**src/rtl/result_bcd_converter.sv**
```systemverilog
// Binary result to packed-BCD converter (shift-and-add-3); optional two's complement input via BCD_SIGN_EN.
// Latency 2*width+1 edges from acceptance to done_o; valid_i is ignored while busy or while done_o is high.
module result_bcd_converter #(
    parameter int width  = 8,
    parameter int digits = 5
) (
    input  logic                  clock_i,
    input  logic                  reset_i,
    input  logic                  valid_i,
    input  logic [2*width-1:0]    data_i,
    output logic                  busy_o,
    output logic                  done_o,
    output logic [4*digits-1:0]   bcd_o,
    output logic                  sign_o
);
    localparam int DW = 2 * width;
    localparam int CW = $clog2(DW + 1);

    typedef enum logic [1:0] {IDLE, SHIFT, DONE} state_t;

    state_t              r_state;
    logic [DW-1:0]       r_bin;
    logic [4*digits-1:0] r_scr;
    logic [CW-1:0]       r_cnt;
    logic                r_sign;

    logic                w_neg;
    logic [DW-1:0]       w_mag;
    logic [4*digits-1:0] w_adj;

`ifdef BCD_SIGN_EN
    // Negating the most negative value wraps to itself, which reads correctly as unsigned.
    assign w_neg = data_i[DW-1];
    assign w_mag = w_neg ? (~data_i + DW'(1)) : data_i;
`else
    assign w_neg = 1'b0;
    assign w_mag = data_i;
`endif

    always_comb begin
        w_adj = r_scr;
        for (int d = 0; d < digits; d++) begin
            if (r_scr[4*d +: 4] >= 4'd5)
                w_adj[4*d +: 4] = r_scr[4*d +: 4] + 4'd3;
        end
    end

    always_ff @(posedge clock_i) begin
        if (!reset_i) begin
            r_state <= IDLE;
            r_bin   <= '0;
            r_scr   <= '0;
            r_cnt   <= '0;
            r_sign  <= 1'b0;
            busy_o  <= 1'b0;
            done_o  <= 1'b0;
            bcd_o   <= '0;
            sign_o  <= 1'b0;
        end else begin
            done_o <= 1'b0;
            case (r_state)
                IDLE: begin
                    // A strobe overlapping the done pulse belongs to the finished result.
                    if (valid_i && !done_o) begin
                        r_bin   <= w_mag;
                        r_scr   <= '0;
                        r_cnt   <= CW'(DW);
                        r_sign  <= w_neg;
                        busy_o  <= 1'b1;
                        r_state <= SHIFT;
                    end
                end
                SHIFT: begin
                    {r_scr, r_bin} <= {w_adj, r_bin} << 1;
                    r_cnt          <= r_cnt - CW'(1);
                    if (r_cnt == CW'(1))
                        r_state <= DONE;
                end
                DONE: begin
                    bcd_o   <= r_scr;
                    sign_o  <= r_sign;
                    done_o  <= 1'b1;
                    busy_o  <= 1'b0;
                    r_state <= IDLE;
                end
                default: r_state <= IDLE;
            endcase
        end
    end
endmodule

```
**config.mk**
```make
export PLATFORM = sky130hd
export DESIGN_NAME = result_bcd_converter
export DESIGN_NICKNAME = d
export VERILOG_FILES = /design/src/rtl/result_bcd_converter.sv
export SDC_FILE = /design/constraint.sdc
export NUM_CORES = 1
export LEC_CHECK = 0
export BUFFER_PORTS_ARGS = -buffer_cell sky130_fd_sc_hd__buf_2
export CAP_MARGIN = 20
export CORE_AREA = 2 2 74 76
export DETAILED_ROUTE_END_ITERATION = 12
export DIE_AREA = 0 0 76 78
export PLACE_DENSITY = 0.87
export SETUP_SLACK_MARGIN = 0.05
export SLEW_MARGIN = 20
export SYNTH_ARGS = -nofsm -noshare
export SYNTH_HDL_FRONTEND = slang
export SYNTH_SLANG_ARGS = --single-unit
```
**constraint.sdc**
```tcl
create_clock -name clock_i -period 1.7 [get_ports clock_i]
set_input_delay 0.17 -clock clock_i [delete_from_list [all_inputs] [get_ports clock_i]]
set_output_delay 0.17 -clock clock_i [all_outputs]
set_load 0.05 [all_outputs]
```
==> impl_metrics.csv <==
group,metric,value,unit
setup_path,reg2reg_from,"r_scr[17]$_SDFFE_PN0P_",
global_route,grt_pass1_wl,10800,um
power_and_ir_drop,ir_drop,592,uV
layout,finish.instance_area,0.00330,sq mm
synthesis,yosys_warnings,0,
clocking,cts.reportedPaths.clkPinSlew,0.07,ns
sta,setup_tns,0,ns
layout,drive_above_1_share,0.197,
floorplan,start_util,0.556,
setup_path,cp.arrival,1.83,ns
sta,report.final.slew_viol_count,0,
clocking,cts_buffers,9,
placed_design,post-dp-hpwl,4340,um
sta,clock_skew,0.0108,ns
min_path,hold_depth,3,
run_status,outcome,"finished, final reports clean",
setup_path,crit_buf_inv,1,
sta,hold_viol_final,0,
detailed_routing,dr_wl_met2,3030,um
floorplan,die_h,78,um
synthesis,syn_nets,368,
global_route,overflow,0,
clocking,ctsHtreeMaxLevel,3,
clocking,insertion_delay,0.36,ns
global_route,antenna_found_initial,0,
layout,multi_input_area,0.00136,sq mm
sta,clock.fmax,646,MHz
synthesis,ys_ff_latch,65,
setup_path,r2r-end,"r_scr[18]$_SDFFE_PN0P_",
sta,rsz0062_at_grt,"no",
setup_path,cp.required,1.98,ns
global_route,grt_pass1_vias,2376,
synthesis,synth-edff-count,0,
layout,seq_area,0.00130,sq mm
clocking,cts_root_buf,"clkbuf_8",
detailed_routing,antenna_left,0,
synthesis,yosysMostFrequentCell,"nand2_1",
clocking,cts_tree,"yes",
synthesis,yosysSeqAreaShare,0.464,
layout,diodes,0,
sta,setup_violations,0,
detailed_routing,route.top_layer_used,"met4",
detailed_routing,drc,0,
synthesis,yosysTopAreaCell,"dfxtp_1",
setup_path,startpoint_type,"flip-flop",
clocking,postCtsSetupBuffers,0,
synthesis,synth_top_cell_area_share,0.464,
layout,area_growth,17.8,%
setup_path,cp_slowest_cell,"mux2_2",
floorplan,io_pins,42,
layout,fillers,423,
floorplan,fp.dieArea,0.00593,sq mm
synthesis,netlist_area,0.00280,sq mm
setup_path,r2r_slack,0.15,ns
placed_design,port_buffers,40,
detailed_routing,wl_met3,343,um
layout,fin_util,0.654,
min_path,hold_start,"data_i[0]",
setup_path,worstSetupEndpointType,"flip-flop",
detailed_routing,detail_route.wl_per_cell,13.8,um
synthesis,synth_area_per_cell,8.31,sq um
power_and_ir_drop,leakage,1.27,nW
global_route,grt_max_degree,23,
placed_design,gp_congestion,0.829,
synthesis,syn_inst,337,
detailed_routing,drt_wl_total,6290,um
power_and_ir_drop,cellPowerDensity,980,mW/mm^2
floorplan,die_w,76,um
synthesis,synthFlopType,"dfxtp_1",
detailed_routing,drtIter0Drc,117,
detailed_routing,vias,2499,
min_path,hold_class,"in -> reg",
synthesis,ys_async_sr_fraction,0,
detailed_routing,vias_per_cell,5.49,
clocking,clock_sinks,65,
global_route,grt_use_total,0.226,
setup_path,max_stage_delay,0.36,ns
run,maxCapViolations,0,
min_path,holdPathEnd,"r_bin[0]$_SDFFE_PN0P_",
floorplan,core,0.00504,sq mm
clocking,clk_path_buf_depth,2,
synthesis,synth_cell_type_count,36,
setup_path,critical_path.top_delay_family,"compound AO/OA/AOI/OAI gates",
power_and_ir_drop,power,0.00323,W
detailed_routing,m1WireLength,2780,um
floorplan,rows,26,
layout,nets,411,
detailed_routing,dr.pass1.iters,4,
synthesis,synth_commonest_cells,"nand2_1 (69), dfxtp_1 (65), a21oi_1 (49), o21ai_0 (16), a22oi_1 (15)",
setup_path,path_class,"reg -> reg",
placed_design,placedInstanceArea,0.00310,sq mm
sta,period_minus_slack,1.55,ns
setup_path,crit_chain,"inv_1 -> ha_1 -> nand2b_1 -> a21oi_1 -> mux2_2 -> o21ai_0",
setup_path,crit_fanout,3,
sta,fin_crit_sh,0.911,
synthesis,synth.area.top_cells,"dfxtp_1 (46%), nand2_1 (9.2%), a21oi_1 (8.8%)",
setup_path,ff2ff_path_depth,6,
==> logic make-up (layout without fill, tap and decap cells) <==
kind of cell | Yosys count | in the layout | share of synthesized area
adder cells (fa/ha/maj) | 12 | 12 | 0.0536
other | 1 | 1 | 0.00134
flip-flops | 65 | 65 | 0.464
AO/OA/AOI/OAI | 92 | 92 | 0.188
buffers and inverters | 35 | 83 | 0.0554
multiplexers | 2 | 2 | 0.00804
AND/OR/NAND/NOR | 121 | 121 | 0.201
XOR/XNOR | 9 | 9 | 0.0281
==> metal layers <==
layer / GRT usage / vias to the layer above
met3: 0.0407 / 16
met1: 0.264 / 1166
met5: 0 / -
met2: 0.398 / 74
met4: 0.118 / 0
li1: - / 1243
==> worst reg2reg max path, delay by kind of cell, from the launching register on <==
kind | cells | cell delay (ns)
fa+ha+maj | 1 | 0.19
simple gates | 1 | 0.14
flops | 1 | 0.35
buf+inv | 1 | 0.08
mux | 1 | 0.36
compound gates | 2 | 0.36
==> registers in the layout, indices dropped and copies added, names as in the netlist <==
| signal | flops |
|---|---|
| done_o | 1 |
| bcd_o | 20 |
| busy_o | 1 |
| r_cnt | 5 |
| r_bin | 16 |
| r_scr | 20 |
| r_state | 2 |
==> worst max-delay path by stage <==
stage	startpoint	end	slack [ns]	cells past startpoint
detailed placement	r_state[0]$_SDFFE_PN0P_	r_scr[16]$_SDFFE_PN0P_	0.13	4
global placement	r_scr[17]$_SDFFE_PN0P_	r_scr[18]$_SDFFE_PN0P_	0.26	6
finish	r_scr[17]$_SDFFE_PN0P_	r_scr[18]$_SDFFE_PN0P_	0.15	6
floorplan	done_o$_SDFF_PN0_	r_cnt[2]$_SDFFE_PN0P_	0.19	5
CTS	r_state[0]$_SDFFE_PN0P_	r_scr[16]$_SDFFE_PN0P_	0.11	4
global route	r_scr[17]$_SDFFE_PN0P_	r_scr[18]$_SDFFE_PN0P_	0.05	6
==> repair_timing <==
item / in CTS / in global routing
gates resized for setup: 0 / 3
hold buffers: 0 / 0
setup endpoints to repair: 0 / 8
==> report_power, final <==
| group | leakage [nW] | total (W) | switching (W) | internal (W) |
|---|---|---|---|---|
| clock | 0.0953 | 0.00133 | 0.000616 | 0.000712 |
| sequential | 0.528 | 0.00161 | 0.0000350 | 0.00157 |
| combinational | 0.648 | 0.000300 | 0.000190 | 0.000110 |
| total | 1.27 | 0.00323 | 0.000841 | 0.00239 |
==> cell type report <==
type,count,share of cell area
multi-input cells,237,0.413
flip-flops and latches,65,0.395
repair buffers,53,0.0903
clock buffers,11,0.0429
well taps,70,0.0265
clock inverters,5,0.0167
inverters,14,0.0159
==> metrics by stage <==
stage	setup WS, ns	hold slack [ns]	std cells
CTS	0.109	0.0543	455
finish	0.151	0.0590	455
detailed placement	0.134	0.427	439
global route	0.0510	0.0802	455
floorplan	0.189	0.306	337
global placement	0.259	0.418	439
==> cell usage in the layout (no fill, tap or decap), types with 2 or more instances in the layout <==
master / instances
clkbuf_8: 10
xnor2_1: 5
o21ai_0: 16
nand2b_1: 7
clkinvlp_4: 2
buf_4: 13
inv_1: 14
clkinv_2: 2
nand3_1: 12
buf_2: 40
xor2_1: 4
dfxtp_1: 64
nand4_1: 5
o211ai_1: 4
o31ai_1: 4
ha_1: 12
mux2_2: 2
nor2_1: 9
a22oi_1: 15
a31oi_1: 2
nand2_1: 68
or3_1: 4
nor3_1: 5
a21oi_1: 48
Power figures use the tool's default switching activity.
